<file path="config.mk">
export PLATFORM = sky130hd
export DESIGN_NAME = div_dispatch_flat
export DESIGN_NICKNAME = d
export VERILOG_FILES = /design/src/rtl/div_dispatch_if.sv /design/src/rtl/div_dispatch.sv /design/src/flat_wrapper.sv
export SDC_FILE = /design/constraint.sdc
export NUM_CORES = 1
export LEC_CHECK = 0
export CAP_MARGIN = 10
export CORE_UTILIZATION = 52
export DETAILED_ROUTE_END_ITERATION = 16
export PLACE_DENSITY = 0.78
export SYNTH_ARGS = -nofsm -noshare
export SYNTH_HDL_FRONTEND = slang
export SYNTH_SLANG_ARGS = --single-unit
</file>
<file path="constraint.sdc">
create_clock -name clk -period 3.4 [get_ports clk]
set_clock_uncertainty 0.2 [all_clocks]
set_input_delay 0.85 -clock clk [delete_from_list [all_inputs] [get_ports clk]]
set_output_delay 0.85 -clock clk [all_outputs]
set_load 0.005 [all_outputs]
</file>
<file path="src/rtl/div_dispatch_if.sv">
// Host and divider signal bundle for div_dispatch.
// The slave modport is the dispatcher; the master modport is whoever drives the host and divider sides.
interface div_dispatch_if #(
    parameter int W     = 10,
    parameter int DEPTH = 4
);
    localparam int CW = $clog2(DEPTH) + 1;

    logic [W-1:0]  in_a;
    logic [W-1:0]  in_b;
    logic          in_valid;
    logic          in_ready;
    logic          div_start;
    logic [W-1:0]  div_a;
    logic [W-1:0]  div_b;
    logic          div_busy;
    logic          div_valid;
    logic [W-1:0]  div_q;
    logic          div_dvz;
    logic          div_ovf;
    logic [W-1:0]  out_q;
    logic          out_dvz;
    logic          out_ovf;
    logic          out_valid;
    logic          out_ready;
    logic [CW-1:0] pending;
    logic          proto_err;

    modport slave (
        input  in_a, in_b, in_valid, div_busy, div_valid, div_q, div_dvz, div_ovf, out_ready,
        output in_ready, div_start, div_a, div_b, out_q, out_dvz, out_ovf, out_valid,
               pending, proto_err
    );

    modport master (
        output in_a, in_b, in_valid, div_busy, div_valid, div_q, div_dvz, div_ovf, out_ready,
        input  in_ready, div_start, div_a, div_b, out_q, out_dvz, out_ovf, out_valid,
               pending, proto_err
    );
endinterface

</file>
<file path="src/rtl/div_dispatch.sv">
// Operand FIFO and single-outstanding issue/capture sequencer in front of the sequential divider.
// Results are held in one output register until the host drains them.
module div_dispatch #(
    parameter int W     = 10,
    parameter int DEPTH = 4
) (
    input  logic         clk,
    input  logic         sclr,
    div_dispatch_if.slave bus
);
    localparam int AW = $clog2(DEPTH);
    localparam int CW = AW + 1;

    typedef enum logic [1:0] {
        IDLE  = 2'd0,
        ISSUE = 2'd1,
        WAIT  = 2'd2
    } state_e;

    state_e          state_q;
    logic [AW-1:0]   wr_ptr_q;
    logic [AW-1:0]   rd_ptr_q;
    logic [CW-1:0]   count_q;
    logic [CW-1:0]   count_d;
    logic [2*W-1:0]  mem_q [DEPTH];

    logic            start_q;
    logic [W-1:0]    div_a_q;
    logic [W-1:0]    div_b_q;
    logic [W-1:0]    res_q_q;
    logic            res_dvz_q;
    logic            res_ovf_q;
    logic            res_valid_q;
    logic            perr_q;

    logic            in_ready_s;
    logic            push_s;
    logic            pop_s;
    logic [2*W-1:0]  head_s;

    assign in_ready_s = sclr && (count_q < CW'(DEPTH));
    assign push_s     = bus.in_valid && in_ready_s;
    // Issue only with nothing outstanding and an empty result register.
    assign pop_s      = (state_q == IDLE) && (count_q != '0) && !bus.div_busy && !res_valid_q;
    assign head_s     = mem_q[rd_ptr_q];

    // Occupancy next-state: simultaneous push and pop leaves it unchanged.
    always_comb begin
        count_d = count_q;
        case ({push_s, pop_s})
            2'b10:   count_d = count_q + CW'(1'b1);
            2'b01:   count_d = count_q - CW'(1'b1);
            default: count_d = count_q;
        endcase
    end

    // Operand storage; contents are don't-care until written.
    always_ff @(posedge clk) begin
        if (push_s) begin
            mem_q[wr_ptr_q] <= {bus.in_a, bus.in_b};
        end
    end

    // Pointers, issue/capture FSM, result register and sticky protocol error.
    always_ff @(posedge clk) begin
        if (!sclr) begin
            state_q     <= IDLE;
            wr_ptr_q    <= '0;
            rd_ptr_q    <= '0;
            count_q     <= '0;
            start_q     <= 1'b0;
            div_a_q     <= '0;
            div_b_q     <= '0;
            res_q_q     <= '0;
            res_dvz_q   <= 1'b0;
            res_ovf_q   <= 1'b0;
            res_valid_q <= 1'b0;
            perr_q      <= 1'b0;
        end else begin
            count_q <= count_d;
            start_q <= 1'b0;
            if (push_s) begin
                wr_ptr_q <= wr_ptr_q + AW'(1'b1);
            end
            if (pop_s) begin
                rd_ptr_q <= rd_ptr_q + AW'(1'b1);
            end
            if (bus.div_valid && (state_q != WAIT)) begin
                perr_q <= 1'b1;
            end
            if (res_valid_q && bus.out_ready) begin
                res_valid_q <= 1'b0;
            end
            case (state_q)
                IDLE: begin
                    if (pop_s) begin
                        div_a_q <= head_s[2*W-1:W];
                        div_b_q <= head_s[W-1:0];
                        start_q <= 1'b1;
                        state_q <= ISSUE;
                    end
                end
                ISSUE: begin
                    state_q <= WAIT;
                end
                WAIT: begin
                    if (bus.div_valid) begin
                        res_q_q     <= bus.div_q;
                        res_dvz_q   <= bus.div_dvz;
                        res_ovf_q   <= bus.div_ovf;
                        res_valid_q <= 1'b1;
                        state_q     <= IDLE;
                    end
                end
                default: begin
                    state_q <= IDLE;
                end
            endcase
        end
    end

    assign bus.in_ready  = in_ready_s;
    assign bus.div_start = start_q;
    assign bus.div_a     = div_a_q;
    assign bus.div_b     = div_b_q;
    assign bus.out_q     = res_q_q;
    assign bus.out_dvz   = res_dvz_q;
    assign bus.out_ovf   = res_ovf_q;
    assign bus.out_valid = res_valid_q;
    assign bus.pending   = count_q;
    assign bus.proto_err = perr_q;
endmodule
</file>
<file path="src/flat_wrapper.sv">
// flat-port wrapper written by rule: the top's interface ports become plain ports
module div_dispatch_flat 
#(
    parameter int W     = 10,
    parameter int DEPTH = 4
)
  (clk, sclr, bus_in_a, bus_in_b, bus_in_valid, bus_div_busy, bus_div_valid, bus_div_q, bus_div_dvz, bus_div_ovf, bus_out_ready, bus_in_ready, bus_div_start, bus_div_a, bus_div_b, bus_out_q, bus_out_dvz, bus_out_ovf, bus_out_valid, bus_pending, bus_proto_err);
  div_dispatch_if #(.W(W), .DEPTH(DEPTH)) bus_i ();
  input  logic clk;
  input  logic sclr;
  input wire logic [$bits(bus_i.in_a)-1:0] bus_in_a;
  input wire logic [$bits(bus_i.in_b)-1:0] bus_in_b;
  input wire logic [$bits(bus_i.in_valid)-1:0] bus_in_valid;
  input wire logic [$bits(bus_i.div_busy)-1:0] bus_div_busy;
  input wire logic [$bits(bus_i.div_valid)-1:0] bus_div_valid;
  input wire logic [$bits(bus_i.div_q)-1:0] bus_div_q;
  input wire logic [$bits(bus_i.div_dvz)-1:0] bus_div_dvz;
  input wire logic [$bits(bus_i.div_ovf)-1:0] bus_div_ovf;
  input wire logic [$bits(bus_i.out_ready)-1:0] bus_out_ready;
  output wire logic [$bits(bus_i.in_ready)-1:0] bus_in_ready;
  output wire logic [$bits(bus_i.div_start)-1:0] bus_div_start;
  output wire logic [$bits(bus_i.div_a)-1:0] bus_div_a;
  output wire logic [$bits(bus_i.div_b)-1:0] bus_div_b;
  output wire logic [$bits(bus_i.out_q)-1:0] bus_out_q;
  output wire logic [$bits(bus_i.out_dvz)-1:0] bus_out_dvz;
  output wire logic [$bits(bus_i.out_ovf)-1:0] bus_out_ovf;
  output wire logic [$bits(bus_i.out_valid)-1:0] bus_out_valid;
  output wire logic [$bits(bus_i.pending)-1:0] bus_pending;
  output wire logic [$bits(bus_i.proto_err)-1:0] bus_proto_err;
  assign bus_i.in_a = bus_in_a;
  assign bus_i.in_b = bus_in_b;
  assign bus_i.in_valid = bus_in_valid;
  assign bus_i.div_busy = bus_div_busy;
  assign bus_i.div_valid = bus_div_valid;
  assign bus_i.div_q = bus_div_q;
  assign bus_i.div_dvz = bus_div_dvz;
  assign bus_i.div_ovf = bus_div_ovf;
  assign bus_i.out_ready = bus_out_ready;
  assign bus_in_ready = bus_i.in_ready;
  assign bus_div_start = bus_i.div_start;
  assign bus_div_a = bus_i.div_a;
  assign bus_div_b = bus_i.div_b;
  assign bus_out_q = bus_i.out_q;
  assign bus_out_dvz = bus_i.out_dvz;
  assign bus_out_ovf = bus_i.out_ovf;
  assign bus_out_valid = bus_i.out_valid;
  assign bus_pending = bus_i.pending;
  assign bus_proto_err = bus_i.proto_err;
  div_dispatch #(.W(W), .DEPTH(DEPTH)) u_core (.clk(clk), .sclr(sclr), .bus(bus_i));
endmodule
</file>
==> flow_summary_export.csv <==
group,metric,value,unit
synthesis,synth.ff_latch_count,124,
worst_setup_path,cp_data_arrival_time,2010,ps
routing,route.detailed.drc,0,
pwr,power-per-cell-area,723,mW/mm^2
place,placed_cell_area,0.00554,sq mm
final_layout,syn2layout_area_growth,34.3,%
place,placedCellCount,473,
final_layout,final_net_count,431,
sta,final_period_minus_worst_setup_slack,3060,ps
pwr,pwr-share-seq,41.4,%
clock_tree,tritoncts,"yes",
clock_tree,worstSkewPairLatency,510,ps
die,die_h,95.7,um
synthesis,synth_area_per_cell,15.7,sq um
clock_tree,clockRootBuffer,"clkbuf_8",
final_layout,antenna_cells_inserted,0,
grt,grt_pass1_vias,2683,
hold_path,worstHoldPathType,"reg -> reg",
routing,detailroute.via_count,2742,
pwr,irDropWorstVdd,485,uV
final_layout,share_of_layout_cells_above_drive_strength_1,16.8,%
synthesis,synth_seq_area_share,71.9,%
sta,hold_viol,0,
final_layout,layout_commonest_cell,"edfxtp_1",
grt,gr-total-overflow,0,
routing,detail_route.wl_per_cell,18.1,um
grt,grt_pass1_wl,14.0,mm
grt,grt_use_total,22.0,%
worst_setup_path,worstSetupStartpointType,"input port",
synthesis,combinational_family_with_the_most_area_after_synthesis,"multiplexers",
sta,tightestPinTransition,1180,ps
die,floorplan.die.width,95.7,um
sta,maxSlewHeadroom,20.9,%
clock_tree,cts-root-to-sink-buffers,2,
die,fp.dieArea,0.00917,sq mm
sta,finalSetupViolations,0,
grt,grt_start_max_net_pins,24,
clock_tree,clkSlewWorstSetupHoldPaths,50,ps
synthesis,yosys-mux-area-fraction,9.86,%
synthesis,synth_fp_nets,335,
die,rows,33,
pwr,power_leakage,0.00205,uW
die,num_io_pins,77,
synthesis,netlist-cell-type-count,26,
sta,final.period_utilization,89.9,%
die,initial_utilization,54.8,%
grt,antenna_found_initial,0,
routing,detail-route-antenna-nets,0,
pwr,p_int,3380,uW
place,gp_routability_congestion,0.704,
pwr,sw_frac_of_total,23.9,%
clock_tree,cts_sinks,124,
clock_tree,cts_resized,0,
die,standard_cell_core_area,0.00834,sq mm
synthesis,simple_gate_fraction_of_synth_area,7.04,%
pwr,power.share.combinational,18.1,%
outcome,run_status,"finished clean",
clock_tree,cts-hold-fix-buffers,0,
place,hpwl,5.51,mm
synthesis,postSynthCellCount,291,
final_layout,mostFrequentLayoutCells,"edfxtp_1 (80), clkdlybuf4s50_1 (76), nand2_1 (45)",
sta,achievable-frequency,0.327,GHz
worst_setup_path,critical_path_peak_fanout,3,
final_layout,post_route_cell_area,0.00614,sq mm
clock_tree,h-tree-depth,4,
routing,totalWireLength,9.16,mm
synthesis,synth-warning-count,0,
routing,dr.first_iter.drc_count,102,
job,max_cap_violations,0,
worst_setup_path,critPathRequiredTime,2350,ps
synthesis,synth_fa_ha_area_share,1.81,%
synthesis,fraction_of_the_mapped_netlist_area_in_compound_gates,6.46,%
place,placement.io_buffers,76,
clock_tree,clock_buffers_created_by_tritoncts,17,
pwr,clock_power_share,40.5,%
sta,rsz_0062_raised_after_global_routing,"false",
synthesis,synth-xor-area-share,0.575,%
clock_tree,post_cts_buffers,0,
worst_setup_path,timing.reg2reg.setup_slack,840,ps
worst_setup_path,timing.critical_path.to_type,"primary output",
routing,drt-vias-per-instance,5.43,
pwr,power.net_switching,1060,uW
routing,drt_pass1_iterations,4,
synthesis,post_synthesis_instance_area,0.00457,sq mm
final_layout,stdcell_count,505,
sta,final-max-slew-violation-count,0,
worst_setup_path,timing.setup.critical_path_class,"in -> out",
-- critical path: stages --
cell and delay (ps):
clkdlybuf4s50_1 510, inv_1 70, nor2_1 80, clkdlybuf4s50_1 500
-- stage by stage --
stage | utilization, % | setup TNS [ps] | hold WS (ps) | setup slack (ps) | total power, uW
2_1_floorplan | - | 0 | 253 | 170 | 2290
3_3_place_gp | 66.4 | 0 | 243 | 32.6 | 2630
3_5_place_dp | 66.4 | -37.2 | 250 | -37.2 | 2660
4_1_cts | 73.6 | 0 | 257 | 340 | 4480
5_1_grt | 73.6 | 0 | 275 | 307 | 4620
6_report | 73.6 | 0 | 257 | 343 | 4440
-- cells in the mapped netlist --
| cell | count | area share (%) |
|---|---|---|
| o31ai_1 | 2 | 0.33 |
| nand3b_1 | 1 | 0.16 |
| edfxtp_1 | 80 | 53 |
| or3_1 | 2 | 0.27 |
| mux4_2 | 20 | 9.9 |
| ha_1 | 5 | 1.4 |
| nor2_1 | 7 | 0.58 |
| clkbuf_1 | 9 | 0.74 |
| or4_4 | 1 | 0.25 |
| and3b_1 | 2 | 0.38 |
| xnor2_1 | 1 | 0.19 |
| buf_2 | 7 | 0.77 |
| nand2b_1 | 3 | 0.41 |
| nor3_1 | 2 | 0.22 |
| fa_1 | 1 | 0.44 |
| o21ai_0 | 3 | 0.33 |
| and2_1 | 5 | 0.68 |
| a21oi_1 | 18 | 2.0 |
| dfxtp_1 | 44 | 19 |
| buf_6 | 1 | 0.25 |
| or4_1 | 1 | 0.16 |
| o2bb2ai_1 | 20 | 3.8 |
| xor2_1 | 2 | 0.38 |
| nand2_1 | 45 | 3.7 |
| inv_1 | 8 | 0.66 |
| nor3_2 | 1 | 0.22 |
-- power groups by stage --
stage	clock network, uW	logic [uW]	registers, uW
after CTS	1820	817	1840
after global placement	0	781	1850
final	1800	803	1840
after floorplan	0	447	1840
after detailed placement	0	802	1860
after global routing	1900	875	1850
-- flip-flops by register name (all words and copies together), names as in the netlist --
name and flops:
u_core.mem_q 80, u_core.bus.out_dvz 1, u_core.wr_ptr_q 2, u_core.bus.out_ovf 1, u_core.bus.proto_err 1, u_core.bus.div_a 10, u_core.state_q 2, u_core.bus.div_start 1
u_core.bus.out_valid 1, u_core.rd_ptr_q 2, u_core.bus.out_q 10, u_core.bus.pending 3, u_core.bus.div_b 10
-- layout make-up --
class	instances	area, sq um
multi-input combinational	142	1180
clock inverter	13	173
inverter	8	30.0
sequential	124	3280
timing repair buffer	94	921
clock buffer	19	422
fill	536	2200
tap	105	131
-- per-layer routing --
metal	track usage, %	part of all wire (%)	vias to the layer above
met5	0	0	-
met4	10.9	1.7	0
met3	6.40	7.1	17
met2	36.7	50	103
met1	26.2	41	1339
li1	-	-	1283
-- kinds of logic after synthesis --
logic type,count (synthesis)
AOI/OAI and AO/OA,43
xor gates and xnor gates,3
adders and majority gates,6
buffers and inverters,25
DFF,124
muxes,20
and+or+nand+nor,70
-- final timing paths --
path	startpoint	cells past startpoint	to
worst max-delay path	sclr	4	bus_in_ready
worst min-delay path	u_core.bus.out_q[7]	2	u_core.bus.out_q[7]
worst max register to register	u_core.state_q[0]	8	u_core.bus.pending[2]
worst min register to register	u_core.bus.out_q[7]	2	u_core.bus.out_q[7]
(Power assumes the default switching activity.)
